File: src/rtl/axil_arb_pkg.sv
// Shared types for the AXI4-Lite arbiters: FSM state encoding and response codes.
package axil_arb_pkg;

  typedef enum logic [2:0] {
    IDLE   = 3'd0,
    ACCEPT = 3'd1,
    ADDR   = 3'd2,
    DATA   = 3'd3,
    RESP   = 3'd4
  } arb_state_e;

  localparam logic [1:0] RESP_OKAY   = 2'b00;
  localparam logic [1:0] RESP_EXOKAY = 2'b01;
  localparam logic [1:0] RESP_SLVERR = 2'b10;
  localparam logic [1:0] RESP_DECERR = 2'b11;

endpackage

File: src/rtl/rr_arbiter.sv
// Combinational round-robin pick: first requester searching upward from last+1 with wrap.
module rr_arbiter #(
  parameter int S_COUNT = 2,
  parameter int IDX_W   = $clog2(S_COUNT)
) (
  input  logic [S_COUNT-1:0] req,
  input  logic [IDX_W-1:0]   last,
  output logic               grant_valid,
  output logic [IDX_W-1:0]   grant_idx
);

  localparam int unsigned N = S_COUNT;

  int unsigned pos;

  // Walk the candidates farthest-first so the nearest requester after last wins.
  always_comb begin
    grant_valid = 1'b0;
    grant_idx   = '0;
    pos         = 0;
    for (int i = S_COUNT; i >= 1; i--) begin
      pos = (32'(last) + 32'(i)) % N;
      if (req[IDX_W'(pos)]) begin
        grant_valid = 1'b1;
        grant_idx   = IDX_W'(pos);
      end
    end
  end

endmodule

File: src/rtl/axil_rd_arbiter.sv
// Round-robin AXI4-Lite read arbiter: S_COUNT requesters share one downstream read port,
// one transaction in flight, all outputs registered.
module axil_rd_arbiter
  import axil_arb_pkg::*;
#(
  parameter int S_COUNT    = 2,
  parameter int ADDR_WIDTH = 32,
  parameter int DATA_WIDTH = 32
) (
  input  logic                            clk,
  input  logic                            rstn,
  input  logic [S_COUNT*ADDR_WIDTH-1:0]   s_axil_araddr,
  input  logic [S_COUNT-1:0]              s_axil_arvalid,
  output logic [S_COUNT-1:0]              s_axil_arready,
  output logic [S_COUNT*DATA_WIDTH-1:0]   s_axil_rdata,
  output logic [S_COUNT*2-1:0]            s_axil_rresp,
  output logic [S_COUNT-1:0]              s_axil_rvalid,
  input  logic [S_COUNT-1:0]              s_axil_rready,
  output logic [ADDR_WIDTH-1:0]           m_axil_araddr,
  output logic                            m_axil_arvalid,
  input  logic                            m_axil_arready,
  input  logic [DATA_WIDTH-1:0]           m_axil_rdata,
  input  logic [1:0]                      m_axil_rresp,
  input  logic                            m_axil_rvalid,
  output logic                            m_axil_rready,
  output logic [$clog2(S_COUNT)-1:0]      grant_idx
);

  localparam int IDX_W = $clog2(S_COUNT);

  arb_state_e              state, state_nxt;
  logic [IDX_W-1:0]        last_q;
  logic                    arb_vld;
  logic [IDX_W-1:0]        arb_idx;
  logic [DATA_WIDTH-1:0]   rdata_q;
  logic [1:0]              rresp_q;
  logic [ADDR_WIDTH-1:0]   araddr_arr [S_COUNT];
  logic                    ar_hs, r_hs, s_hs;

  for (genvar p = 0; p < S_COUNT; p++) begin : g_port
    assign araddr_arr[p] = s_axil_araddr[p*ADDR_WIDTH +: ADDR_WIDTH];
  end

  // The response register is shared; only the granted port's rvalid qualifies it.
  assign s_axil_rdata = {S_COUNT{rdata_q}};
  assign s_axil_rresp = {S_COUNT{rresp_q}};

  assign ar_hs = m_axil_arvalid && m_axil_arready;
  assign r_hs  = m_axil_rvalid && m_axil_rready;
  assign s_hs  = s_axil_rvalid[grant_idx] && s_axil_rready[grant_idx];

  rr_arbiter #(
    .S_COUNT (S_COUNT),
    .IDX_W   (IDX_W)
  ) u_rr (
    .req         (s_axil_arvalid),
    .last        (last_q),
    .grant_valid (arb_vld),
    .grant_idx   (arb_idx)
  );

  always_ff @(posedge clk or negedge rstn) begin
    if (!rstn) state <= IDLE;
    else       state <= state_nxt;
  end

  always_comb begin
    state_nxt = state;
    case (state)
      IDLE:    if (arb_vld) state_nxt = ACCEPT;
      ACCEPT:  state_nxt = ADDR;
      ADDR:    if (ar_hs) state_nxt = DATA;
      DATA:    if (r_hs)  state_nxt = RESP;
      RESP:    if (s_hs)  state_nxt = IDLE;
      default: state_nxt = IDLE;
    endcase
  end

  always_ff @(posedge clk or negedge rstn) begin
    if (!rstn) begin
      last_q         <= IDX_W'(S_COUNT - 1);
      grant_idx      <= '0;
      s_axil_arready <= '0;
      s_axil_rvalid  <= '0;
      rdata_q        <= '0;
      rresp_q        <= '0;
      m_axil_araddr  <= '0;
      m_axil_arvalid <= 1'b0;
      m_axil_rready  <= 1'b0;
    end else begin
      case (state)
        IDLE: if (arb_vld) begin
          grant_idx      <= arb_idx;
          s_axil_arready <= S_COUNT'(1) << arb_idx;
        end
        ACCEPT: begin
          s_axil_arready <= '0;
          m_axil_araddr  <= araddr_arr[grant_idx];
          m_axil_arvalid <= 1'b1;
        end
        ADDR: if (ar_hs) begin
          m_axil_arvalid <= 1'b0;
          m_axil_rready  <= 1'b1;
        end
        DATA: if (r_hs) begin
          rdata_q       <= m_axil_rdata;
          rresp_q       <= m_axil_rresp;
          m_axil_rready <= 1'b0;
          s_axil_rvalid <= S_COUNT'(1) << grant_idx;
        end
        RESP: if (s_hs) begin
          s_axil_rvalid <= '0;
          last_q        <= grant_idx;
        end
        default: ;
      endcase
    end
  end

endmodule

File: config.mk
export PLATFORM = sky130hd
export DESIGN_NAME = axil_rd_arbiter
export DESIGN_NICKNAME = d
export VERILOG_FILES = /design/src/rtl/axil_arb_pkg.sv /design/src/rtl/rr_arbiter.sv /design/src/rtl/axil_rd_arbiter.sv
export SDC_FILE = /design/constraint.sdc
export NUM_CORES = 1
export LEC_CHECK = 0
export ABC_AREA = 1
export BUFFER_PORTS_ARGS = -buffer_cell sky130_fd_sc_hd__buf_4
export CAP_MARGIN = 5
export CORE_MARGIN = 5
export CORE_UTILIZATION = 44
export CTS_CLUSTER_DIAMETER = 80
export CTS_CLUSTER_SIZE = 28
export DETAILED_ROUTE_END_ITERATION = 12
export GPL_ROUTABILITY_DRIVEN = 0
export MAX_ROUTING_LAYER = met4
export PLACE_DENSITY = 0.87
export SLEW_MARGIN = 20
export SYNTH_ARGS = -nofsm -noshare
export SYNTH_HDL_FRONTEND = slang
export SYNTH_HIERARCHICAL = 1
export SYNTH_SLANG_ARGS = --single-unit
File: constraint.sdc
create_clock -name clk -period 1.3 [get_ports clk]
set_input_delay 0.065 -clock clk [delete_from_list [all_inputs] [get_ports clk]]
set_output_delay 0.065 -clock clk [all_outputs]
set_load 0.05 [all_outputs]
# Yosys cells after proc, flatten, opt, wreduce, memory -nomap -nowiden
# Index checks and enable logic that the tools add are counted.
[totals]
word_cells = 73
out_inout_bits = 107
regBits = 77
inputBits = 106
[op_classes]
reduce_logical = 16
n_shift = 2
magnitude_cmp = 4
add_sub_neg = 2
muxes = 30
bitwise = 1
n_eq_ne = 8
[ops]
columns = ["op", "count"]
rows = [
  ["$mux W32", 3],
  ["$mux W1", 15],
  ["$pmux W3 S5", 1],
  ["$mux W3", 4],
  ["$reduce_and A2 Y1", 5],
  ["$ne A2 B2 Y1 const B", 4],
  ["$pmux W2 S2", 2],
  ["$reduce_bool A2 Y1", 4],
  ["$eq A3 B2 Y1 const B", 2],
  ["$lt A1 B2 Y1 const B", 3],
  ["$mux W2", 3],
  ["$reduce_and A3 Y1", 2],
  ["$pmux W1 S2", 2],
  ["$reduce_and A4 Y1", 1],
  ["$shl A1 B1 Y2 const A", 2],
  ["$eq A3 B1 Y1 const B", 1],
  ["$eq A3 B3 Y1 const B", 1],
  ["$logic_and A1 B1 Y1", 3],
  ["$logic_not A3 Y1", 1],
  ["$add A1 B1 Y1 const B", 2],
  ["$ge A2 B2 Y1 const B", 1],
  ["$not A1 Y2", 1],
]

# Depth between registers and ports, before layout
# Gate-level depths: netlist of the first run.
[depth]
word_depth = 8
depth_mapped = 8
ltp_nobuf = 8

# Hierarchy
# Netlist of the first run, hierarchy kept.
[modules_own_cells]
columns = ["mod", "n_inst", "seq_area_each_um2", "area_per_inst_um2", "cells_each"]
rows = [
  ["axil_rd_arbiter", 1, 1928.1, 3563.4, 421],
  ["rr_arbiter", 1, 0.0, 15.0, 3],
]

# Worst setup path after synthesis of the first run
# Ideal clock, no wire load.
[synth_timing]
kind = "register to register"
start = "register m_axil_rready"
end = "register rdata_q[10]"
setup_ns = 0.119
required_ns = 1.181
stages_incl_launch_ff = 7
setup_slack_ns = -0.213
arrival_ns = 1.393
n_path_buf = 1
synth_period_minus_slack_ns = 1.513
cell_sequence = "dfrtp_1 -> nand2_1 -> nor2_4 -> inv_2 -> buf_4 -> nand2_1 -> nand2_1"
[synth_between]
elab_chain_cells = 2
[synth_rtl]
columns = ["item", "line_no", "text"]
rows = [
  ["start, declared", "axil_rd_arbiter.sv:25", "output logic m_axil_rready,"],
  ["start signal, assigned", "axil_rd_arbiter.sv:89", "m_axil_rready <= 1'b0;"],
  ["start signal, assigned", "axil_rd_arbiter.sv:103", "m_axil_rready <= 1'b1;"],
  ["start signal, assigned", "axil_rd_arbiter.sv:108", "m_axil_rready <= 1'b0;"],
  ["$logic_and A1 B1 Y1", "axil_rd_arbiter.sv:49", "assign r_hs = m_axil_rvalid && m_axil_rready;"],
  ["$reduce_and A2 Y1 (no source line)", "--", ""],
  ["end signal, assigned", "axil_rd_arbiter.sv:106", "rdata_q <= m_axil_rdata;"],
  ["end, declared", "axil_rd_arbiter.sv:35", "logic [DATA_WIDTH-1:0] rdata_q;"],
]
# Every way passes these cells.
# A chain may end at the register's enable or synchronous reset.

# Worst setup path after layout of the first run
[layout_timing]
start = "register state[2]"
end = "register rdata_q[8]"
[layout_between]
elab_chain_cells = 2
[layout_rtl]
columns = ["item", "line_no", "text"]
rows = [
  ["start, declared", "axil_rd_arbiter.sv:31", "arb_state_e state, state_nxt;"],
  ["start signal, assigned", "axil_rd_arbiter.sv:64", "else state <= state_nxt;"],
  ["$eq A3 B2 Y1", "axil_rd_arbiter.sv:91", "case (state)"],
  ["$reduce_and A2 Y1 (no source line)", "--", ""],
]
# Every way passes these cells.

==> results by group, run 1 <==
Run status
  • Result of the run: finished, violations left
  • Violated checks: negative setup slack

Routing
  • Vias per cell: about 5
  • Post-route ant nets: 0
  • Via count of the routed design: about 3700
  • DRC violation count after routing: 0
  • Final Routed Wirelength: approximately 12000 um
  • Avg WL per Cell: 15.8 um
  • First-pass iteration count of the detailed router: 4
  • Violation count after the first detailed-route iteration: 161

Die
  • Std-Cell Core Area: 7810 um2
  • DIE HEIGHT: roughly 100 um
  • Number of core rows: 32
  • Area of the die: ~10000 um2
  • Initial cell density of the core: a little under half
  • DIE WIDTH: roughly 100 um
  • Number of ports placed on the die boundary: between 200 and 250

Clock network
  • Worst-path clk slew: 80 ps
  • Number of buffers created by CTS: 9
  • CTS max path bufs: 2
  • Later-pin clock latency in the skew report: ~340 ps
  • Number of sinks on the clock net: 77
  • Root cell of the clock tree: clkbuf_8
  • TritonCTS clock tree: built
  • H-tree levels: 3

Finish
  • Final core utilization: approximately three quarters
  • Number of diodes: 0
  • Most frequent cells in the layout: 216 x buf_4, 156 x nand2_1, 74 x dfrtp_1, 67 x nor2_1, 36 x dlygate4sd3_1
  • Most common cell after layout, fill and taps aside: buf_4
  • Net count, final: around 750
  • Share of layout cells above drive strength 1: around two fifths
  • Area added between synthesis and finish: 60.5%

GRT
  • Number of global-route vias before repair: ~3700
  • Pin count of the biggest net entering global routing: 78
  • Initial antenna violation count: 0
  • Met2 capacity usage during global routing: 39.0%
  • Overflow after GRT: 0
  • Met1 Resource Use GR: a little over a quarter
  • Met3 capacity usage during global routing: under 10%
  • First-pass GRT wire length: ~18000 um
  • Global-route total usage across every layer: between 20 and 25%
  • Busiest layer in global routing: met2

Synth
  • Mean Syn Cell Area: approximately 8.4 um2
  • Number of library cell types mapped by synthesis: 19
  • Area leader, netlist: dfrtp_1
  • Most area-consuming cells after synthesis: dfrtp_1 53%, nand2_1 16%, buf_4 8.8%, nor2_1 7.0%, o31ai_1 6.7%
  • Area share of the largest cell type after synthesis: between 50% and 60%
  • Post-synth design cell area: approximately 3600 um2
  • Seq/Total Area, Yosys: 53.9%
  • Synth Register Bits: 77
  • Total nets after synthesis: 530
  • Synthesized netlist cell count: roughly 420
  • Synthesis Warnings: 6

Placement
  • Count of buffers from port buffering: ~210
  • Dpl hpwl: around 8000 um

Critical path
  • Maximum fanout count along the critical path: 18
  • Reg2reg setup slack: -40 ps
  • Startpoint type of the worst setup path: flip-flop
  • R2r worst-path depth: 7
  • Worst path arrival time: 1560 ps
  • Termination of the worst setup path: rdata_q[8]
  • Kind of critical path: flip-flop to flip-flop
  • Required time at the endpoint of the critical path: approximately 1500 ps
  • Setup crit end kind: flip-flop
  • Crit Reg-Reg Startpoint: state[2]
  • CP startpoint: state[2]
  • Endpoint of the lowest-slack register-to-register path: rdata_q[8]

Min path
  • Worst Hold Path Cells: 3
  • Class of the most critical hold timing path: input port to flip-flop

Timing
  • Final worst slack: -39.5 ps
  • Clock Skews: 14.4 ps
  • Hold Fails Final Rpt: 0
  • Setup repair after global routing missed its margin: yes
  • Final number of setup-violating endpoints: 8
  • Sum of negative setup slack: -119 ps
  • Fmax: 747 MHz
  • Slew of the pin with the lowest slew margin: about 400 ps
  • Count of pins over their slew limit: 0
  • Post-layout min period: 1340 ps
  • Slew headroom: around three quarters
  • Final-layout worst hold slack: ~16 ps
  • Part of the cycle the worst path needs: 103%

Run
  • Maximum Capacitance Violations: 0
-- state kept, by name, indices dropped and copies added, names as in the netlist --
register        count
last_q              1
grant_idx           1
m_axil_arvalid      1
s_axil_rvalid       2
m_axil_araddr      32
m_axil_rready       1
rdata_q            32
rresp_q             2
s_axil_arready      2
state               3
-- synthesized netlist by cell type, drive strengths merged --
| cell | number |
|---|---|
| nand2 | 157 |
| dfrtp | 76 |
| nor2 | 68 |
| buf | 52 |
| o31ai | 32 |
| inv | 14 |
| nand3 | 12 |
| nand4 | 3 |
| o21ai | 3 |
| a21oi | 2 |
| clkbuf | 2 |
| dfstp | 1 |
| nor3 | 1 |
| or2 | 1 |
-- cell type report --
class                   instances  area, um2
fillers                       537       2070
well taps                     102        128
repair buffers                260       2160
clock inverters                 4       72.6
multi-input cells             279       1230
repair inverters                1       8.76
clock buffers                  12        145
flip-flops and latches         77       1930
inverters                      14       65.1
-- logic make-up after synthesis --
kind of cell    after synthesis  synth area share [%]
simple gates                242                  26.5
compound gates               37                  7.41
flops                        77                  53.9
buf+inv                      68                  12.2
-- stage by stage --
step                instances  instance area [um2]  worst slack, ps
floorplan                 424                 3590             1.92
global placement          693                 5040             24.1
detailed placement        693                 5040            -54.3
CTS                       746                 5680             11.3
global route              749                 5740             -119
finish                    749                 5740            -39.5
-- worst min path at each step --
| stage | from | endpoint | slack (ps) |
|---|---|---|---|
| after floorplan | rstn | grant_idx | -230 |
| after global placement | rstn | rdata_q[9] | 110 |
| after detailed placement | rstn | rdata_q[6] | 120 |
| after CTS | s_axil_araddr[21] | m_axil_araddr[21] | 2 |
| after global routing | s_axil_araddr[26] | m_axil_araddr[26] | 10 |
| final | s_axil_araddr[21] | m_axil_araddr[21] | 20 |
-- metal layers --
layer	routed length, um	share of wire (%)
met1	4440	37
met2	5980	50
met3	1290	11
met4	170	1.4
met5	0	0
-- timing repair --
item	CTS	global route
endpoints found under the setup margin	39	61
cloned	1	2
buffers inserted	0	1
hold endpoints to repair	111	0
hold buffers	36	0
gates resized for setup	6	3
pin swaps	0	1
-- worst max-delay path: stages (launching register included) --
cell	delay, ps
dfrtp_1	420
inv_2	100
nand3_2	110
nor2_4	170
buf_12	150
clkinv_8	90
nand2_1	100
nand2_1	90
Power of run 1 is left out: the tool's default activity adds up to more than one toggle a clock period on the data nets, which glitch-free logic cannot reach.
==> run 2, diff against run 1 <==
ABC_AREA = default   (was 1)
PLACE_DENSITY = 0.86   (was 0.87)
==> results by group, run 2 <==
Run status
  • Result of the run: finished, violations left
  • Violated checks: negative setup slack

Clock network
  • Root cell of the clock tree: clkbuf_8
  • CTS max path bufs: 2
  • Worst-path clk slew: about 70 ps
  • TritonCTS clock tree: built
  • Number of sinks on the clock net: 77
  • Later-pin clock latency in the skew report: ~340 ps
  • H-tree levels: 3
  • Number of buffers created by CTS: 9

Synth
  • Post-synth design cell area: 3700 um2
  • Number of library cell types mapped by synthesis: 35
  • Most area-consuming cells after synthesis: dfrtp_1 51%, mux2_4 11%, mux2i_1 8.9%, buf_4 6.9%, a21oi_1 4.9%
  • Synthesized netlist cell count: 302
  • Total nets after synthesis: just over 400
  • Most common cell in the netlist: dfrtp_1
  • Async set or reset register ratio after synthesis: 100%
  • Dominant combinational cell family by area after synthesis: multiplexers
  • EDFF count, synth: 0
  • Cell types with the highest counts after synthesis: 76 x dfrtp_1, 36 x a21oi_1, 34 x buf_4, 34 x nor2_1, 33 x mux2i_1
  • Synthesized-area fraction occupied by ao, oa, aoi and oai cells: under 10%
  • Mux cell area share after synthesis: roughly 23%
  • Mean Syn Cell Area: 12.3 um2
  • Top FF cell, synth: dfrtp_1
  • Share of the synthesized netlist area taken by xor and xnor gates: 0%
  • Seq/Total Area, Yosys: 52.1%
  • Area leader, netlist: dfrtp_1
  • Fraction of the mapped netlist area in simple logic gates: about 6.5%
  • Adder and majority gate portion of the synthesized area: 0%
  • Area share of the largest cell type after synthesis: 51.4%
  • Synthesis Warnings: 6
  • Synth Register Bits: 77

Routing
  • Avg WL per Cell: approximately 19 um
  • DRC violation count after routing: 0
  • Post-route ant nets: 0
  • Final Routed Wirelength: about 12000 um
  • Violation count after the first detailed-route iteration: between 50 and 60
  • Vias per cell: a little over 5
  • First-pass iteration count of the detailed router: 4
  • Via count of the routed design: 3313

Finish
  • Number of fill cells: 475
  • Area added between synthesis and finish: 75.8%
  • Net count, final: 647
  • Share of layout cells above drive strength 1: around 68%
  • Most common cell after layout, fill and taps aside: buf_4
  • Number of diodes: 0
  • Most frequent cells in the layout: 222 x buf_4, 74 x dfrtp_1, 35 x mux2_4, 35 x dlygate4sd3_1, 33 x mux2i_1
  • Largest registers: m_axil_araddr: 32 flops, rdata_q: 32 flops, state: 3 flops

Die
  • DIE HEIGHT: 102 um
  • DIE WIDTH: between 100 and 150 um
  • Initial cell density of the core: between 40% and 50%
  • Number of ports placed on the die boundary: roughly 210
  • Number of core rows: 33
  • Area of the die: approximately 10000 um2
  • Std-Cell Core Area: ~8200 um2

Timing
  • Part of the cycle the worst path needs: 117%
  • Clock Skews: about 10 ps
  • Final worst slack: -224 ps
  • Fmax: between 600 and 700 MHz
  • Hold Fails Final Rpt: 0
  • Count of pins over their slew limit: 0
  • Slew of the pin with the lowest slew margin: between 400 and 500 ps
  • Post-layout min period: roughly 1500 ps
  • Final number of setup-violating endpoints: 70
  • Setup repair after global routing missed its margin: yes
  • Slew headroom: about 70%

Min path
  • Class of the most critical hold timing path: input port to flip-flop

Critical path
  • Required time at the endpoint of the critical path: 1510 ps
  • Kind of critical path: flip-flop to flip-flop
  • Reg2reg setup slack: -220 ps
  • Maximum fanout count along the critical path: 5
  • Worst path arrival time: 1740 ps
  • Setup crit end kind: flip-flop
  • Startpoint type of the worst setup path: flip-flop

Run
  • Maximum Capacitance Violations: 0

GRT
  • Number of global-route vias before repair: approximately 3500
  • First-pass GRT wire length: 17800 um
  • Pin count of the biggest net entering global routing: slightly below 80
  • Global-route total usage across every layer: between 20% and 30%
  • Initial antenna violation count: 0
  • Overflow after GRT: 0

Placement
  • Count of buffers from port buffering: between 200 and 250
  • Dpl hpwl: 7390 um
  • Dpl ws: -223 ps
[run 2: layer usage]
layer | up-vias | track usage, % | routed length (um)
met5 | - | - | 0
met4 | 0 | 7.26 | 219
met3 | 21 | 4.61 | 1060
met2 | 186 | 39.3 | 6440
met1 | 1612 | 27.1 | 4640
li1 | 1494 | - | -
[run 2: area by class of cell]
type                            count  area [um2]  share of cell area, %
Clock inverter                      3        43.8                  0.673
Tap cell                          105         131                   2.02
Multi-Input combinational cell    168        1780                   27.4
Sequential cell                    77        1930                   29.7
Clock buffer                       13         159                   2.44
Timing Repair Buffer              279        2430                   37.4
Inverter                            6        27.5                  0.423
[run 2: metrics by stage]
| stage | instances | TNS (ps) | hold WS, ps | util [%] | cell area, um2 |
|---|---|---|---|---|---|
| floorplan | 302 | -9860 | -231 | - | 3740 |
| global placement | 583 | -5570 | 109 | 63.5 | 5220 |
| detailed placement | 583 | -7090 | 121 | 63.5 | 5220 |
| CTS | 649 | -10730 | 15.1 | 74.3 | 6110 |
| global route | 651 | -11830 | 31.6 | 79.2 | 6510 |
| finish | 651 | -8710 | 33.6 | 79.2 | 6510 |
[run 2: kinds of logic after synthesis]
group / Yosys count
DFF: 77
muxes: 69
buffers and inverters: 57
AOI/OAI and AO/OA: 50
and+or+nand+nor: 49
[run 2: path summary, 6_finish.rpt]
check                      depth (start not counted)              start                 to
max reg2reg                                        4           state[2]        rdata_q[22]
min in group asynchronous                          3               rstn        rdata_q[27]
max                                                4           state[2]        rdata_q[22]
max in group asynchronous                          3               rstn             last_q
min reg2reg                                        2  m_axil_araddr[27]  m_axil_araddr[27]
min                                                3   s_axil_araddr[1]   m_axil_araddr[1]
[run 2: timing repair]
item	CTS	global route
gates cloned	6	2
buffers inserted	10	4
resized for setup	35	90
endpoints found under the hold margin	110	0
hold buffers	35	0
endpoints found under the setup margin	69	74
pin swaps	5	7
[run 2: critical path, cell delays in order (launching register included)]
cell     delay [ps]
dfrtp_1         380
and3b_4         290
and3_4          240
buf_4           180
mux2_4          310
Power of run 2 is left out for the same reason.
